--- src/rtl/down_counter.sv ---
// Loadable down-counter/timer with one-shot and auto-reload modes and a one-cycle done pulse.
// Optional prescaler enabled by defining DCNT_PRESCALE_EN (PRESCALE enabled cycles per decrement).
module down_counter #(
  parameter int CNTR_WIDTH = 4,
  parameter int PRESCALE   = 4
) (
  input  logic                  clk,
  input  logic                  clr,
  input  logic                  load,
  input  logic [CNTR_WIDTH-1:0] load_val,
  input  logic                  auto,
  input  logic                  stop,
  input  logic                  en,
  output logic [CNTR_WIDTH-1:0] cnt,
  output logic                  zero,
  output logic                  busy,
  output logic                  done
);

  typedef enum logic {IDLE = 1'b0, RUN = 1'b1} state_t;

  state_t                  state_q;
  logic [CNTR_WIDTH-1:0]   cnt_q;
  logic [CNTR_WIDTH-1:0]   reload_q;
  logic                    auto_q;
  logic                    busy_q;
  logic                    done_q;
  logic                    tick;

`ifdef DCNT_PRESCALE_EN
  localparam int PW = (PRESCALE > 1) ? $clog2(PRESCALE) : 1;

  logic [PW-1:0] pre_q;
  logic [PW-1:0] pre_d;

  // A tick is the enabled cycle that wraps the prescaler back to zero.
  assign tick = en && (pre_q == PW'(PRESCALE - 1));

  always_comb begin
    pre_d = pre_q;
    if (load || stop || state_q == IDLE) begin
      pre_d = '0;
    end else if (en) begin
      pre_d = tick ? '0 : pre_q + 1'b1;
    end
  end

  always_ff @(posedge clk) begin
    if (clr) begin
      pre_q <= '0;
    end else begin
      pre_q <= pre_d;
    end
  end
`else
  // Every enable is a tick; the comparison folds to constant true.
  assign tick = en && (PRESCALE >= 0);
`endif

  always_ff @(posedge clk) begin
    if (clr) begin
      state_q  <= IDLE;
      cnt_q    <= '0;
      reload_q <= '0;
      auto_q   <= 1'b0;
      busy_q   <= 1'b0;
      done_q   <= 1'b0;
    end else begin
      done_q <= 1'b0;
      if (load) begin
        cnt_q    <= load_val;
        reload_q <= load_val;
        auto_q   <= auto;
        if (load_val != '0) begin
          state_q <= RUN;
          busy_q  <= 1'b1;
        end else begin
          state_q <= IDLE;
          busy_q  <= 1'b0;
        end
      end else if (state_q == RUN) begin
        if (stop) begin
          state_q <= IDLE;
          busy_q  <= 1'b0;
        end else if (tick) begin
          // Terminal tick: reload in auto mode so cnt never reads zero there.
          if (cnt_q == CNTR_WIDTH'(1)) begin
            done_q <= 1'b1;
            if (auto_q) begin
              cnt_q <= reload_q;
            end else begin
              cnt_q   <= '0;
              state_q <= IDLE;
              busy_q  <= 1'b0;
            end
          end else begin
            cnt_q <= cnt_q - 1'b1;
          end
        end
      end
    end
  end

  assign cnt  = cnt_q;
  assign zero = (cnt_q == '0);
  assign busy = busy_q;
  assign done = done_q;

endmodule

--- config.mk ---
export PLATFORM = sky130hd
export DESIGN_NAME = down_counter
export DESIGN_NICKNAME = d
export VERILOG_FILES = /design/src/rtl/down_counter.sv
export SDC_FILE = /design/constraint.sdc
export NUM_CORES = 1
export LEC_CHECK = 0
export ABC_CLOCK_PERIOD_IN_PS = 2550
export CAP_MARGIN = 5
export CELL_PAD_IN_SITES_DETAIL_PLACEMENT = 1
export CELL_PAD_IN_SITES_GLOBAL_PLACEMENT = 1
export CORE_AREA = 2 2 47 49
export DETAILED_ROUTE_END_ITERATION = 6
export DIE_AREA = 0 0 49 51
export PLACE_DENSITY_LB_ADDON = 0.1
export SETUP_SLACK_MARGIN = 0.3
export SYNTH_ARGS = -nofsm -noshare
export SYNTH_HDL_FRONTEND = slang
export SYNTH_SLANG_ARGS = --single-unit
--- constraint.sdc ---
create_clock -name clk -period 2.55 [get_ports clk]
set_input_delay 0.3825 -clock clk [delete_from_list [all_inputs] [get_ports clk]]
set_output_delay 0.3825 -clock clk [all_outputs]
set_load 0.02 [all_outputs]
==> reports/qor.txt <==
Worst VDD drop - 0.244 mV
HPWL after detailed placement - 1340 um
Filler cell count - 259
Post-synthesis sequential area ratio - 0.336
RSZ-0062 raised after global routing - no
Max-slew violations - 0
First-pass DRT Iterations - 4
Initial DRC Count - 11
Seq cells post-synth - 12
Total of max-cap violations - 0
Chip Height - 51 um
Top FF cell, synth - dfxtp_1
Clock root buffer master - clkbuf_4
Slew at the pin with the worst max-slew slack - 0.578 ns
Worst slack, placed - 0.580 ns
Number of synthesized flops with an enable pin - 0
Final antenna-violating net count - 0
Period utilisation layout - 0.837
# diodes - 0
Power density over cell area - 505 mW/mm^2
First-pass GRT wire length - 3130 um
CP peak stage delay - 0.62 ns
Largest net degree at the start of global routing - 18
GP Congestion - 0.731
Register Area - 240 sq um
Cell family with most CP delay - buffers and inverters
Die area - 0.00250 sq mm
TritonCTS Buffers - 3
Clock Tree Buf Depth - 2
DR vias/cell - 5.15
Gr usage total - 0.167
Gate Count Post-Synth - 78
DR WL/cell - 14.3 um
F_max - 468 MHz
Number of setup violations in the final report - 0
Worst setup EP type - primary output
Max_slew headroom - 0.610
Port Buffers - 16
CP Buf/Inv Count - 2
Fraction of layout cells with a size suffix above 1 - 0.104
Core occupancy in the finished layout - 0.449
Row count - 17
Worst min-delay path class - flop to flop
CTS tree - done
Setup ws final - 0.415 ns
Crit path kind - flop to primary output
Placed cells - 120
Placed Area - 891 sq um
Final std cells w/o fill - 124
CTS clock-pin slew for the worst setup and hold paths - 0.08 ns
Startpoint Class - flop
Endpoints failing hold - 0
Clk sinks - 12
Total negative slack - 0 ns
Post-CTS Hold Buffers - 0
Crit path time final - 2.13 ns
Synthesis Warnings - 0
# Post-CTS Setup Buffers - 0
DRT Wirelength - 1770 um
Post-route DRC - 0
IO Count - 17
Mean Syn Cell Area - 9.16 sq um
Max Fanout on Critical Path - 5
Area share of the largest cell type after synthesis - 0.336
Horiz. Die Dim - 49 um
Footprint of the multi-input gates - 425 sq um
Run status - finished clean
Cells resized by post-CTS repair - 0
Final Net Count - 109
Initial antenna violation count - 0
Core area - 0.00206 sq mm
Routed via count - 639
Cells along the critical path - inv_1 > ha_1 > nor3b_1 > clkdlybuf4s50_1
Initial Util - 0.346
Top cells by area, synth - dfxtp_1 34%, mux2i_1 7.0%, nor3b_1 5.3%, nor2_1 3.7%, ha_1 3.5%
Slowest stage cell, crit path - clkdlybuf4s50_1
GR Overflow Total - 0
Htree depth - 1
Data required, critical path - 2.17 ns
Synthesis-to-finish area growth - 29.8%
Top cell type by total area after synthesis - dfxtp_1
Cell area after synthesis - 714 sq um
Arrival @ worst endpoint - 1.75 ns
Number of global-route vias before repair - 643
Async set or reset register ratio after synthesis - 0
Fin area - 927 sq um
Yosys cell types - 32
Syn_nets - 90
Clock Latency Late Sink - 0.27 ns
Flop2flop setup slack - 1.04 ns
Leak pwr - 0.362 nW
Setup Skew - 0.00619 ns
[layer usage]
metal  track usage  vias to the layer above  part of all wire
met5             0                        -                 0
met4        0.0857                        0             0.015
met3        0.0292                        2             0.026
met2         0.251                       12              0.44
met1         0.228                      303              0.52
li1              -                      322                 -
[flip-flops by register name, indices dropped and copies added, names as in the netlist]
register	count
cnt	4
busy	1
reload_q	4
state_q	1
done	1
auto_q	1
[cells in the mapped netlist, drive strengths merged, types with 2 or more instances]
| master | n |
|---|---|
| inv | 6 |
| o311ai | 2 |
| a311o | 2 |
| mux2i | 5 |
| ha | 2 |
| a21oi | 2 |
| dfxtp | 12 |
| nor3b | 5 |
| o21ai | 4 |
| buf | 2 |
| a21boi | 2 |
| nand2b | 2 |
| a211oi | 2 |
| and4bb | 2 |
| nor2 | 7 |
| a31oi | 2 |
| nand2 | 3 |
| nor2b | 4 |
[final cells by class]
class | instances | share of cell area
sequential | 12 | 0.259
multi-input combinational | 57 | 0.459
tap | 28 | 0.0378
timing repair buffer | 17 | 0.181
inverter | 6 | 0.0243
clock buffer | 4 | 0.0391
[placed cells by master (no fill, tap or decap), drive strengths merged, types with 3 or more instances in the layout]
master	synthesis	final
clkdlybuf4s50	0	16
dfxtp	12	12
nor2	7	7
inv	6	6
nor3b	5	5
mux2i	5	5
nor2b	4	4
o21ai	4	4
clkbuf	1	4
nand2	3	3
[logic make-up after synthesis]
kind of cell / Yosys count / share of synthesized area
adder cells (fa/ha/maj): 2 / 0.0350
AND/OR/NAND/NOR: 31 / 0.292
AO/OA/AOI/OAI: 19 / 0.198
buffers and inverters: 9 / 0.0683
multiplexers: 5 / 0.0701
flip-flops: 12 / 0.336
[tightest hold or removal path, cell delays in order, from the launching register on]
cell and delay [ns]:
dfxtp_1 0.31, nand2_1 0.05, a311oi_1 0.08
[worst paths after layout]
check               from  endpoint  cells after the start
max               cnt[0]      zero                      4
min          reload_q[2]    cnt[2]                      2
max reg2reg       cnt[1]      busy                      5
min reg2reg  reload_q[2]    cnt[2]                      2
[power by group]
group / internal, mW / switching (mW)
Combinational: 0.0555 / 0.0511
Sequential: 0.199 / 0.0124
Clock: 0.0866 / 0.0641
[stage by stage]
stage	hold slack [ns]	total power [mW]
final	0.486	0.469
after global routing	0.516	0.497
after CTS	0.499	0.477
after detailed placement	0.484	0.323
after global placement	0.474	0.322
after floorplan	0.447	0.277
Power figures use the tool's default switching activity.
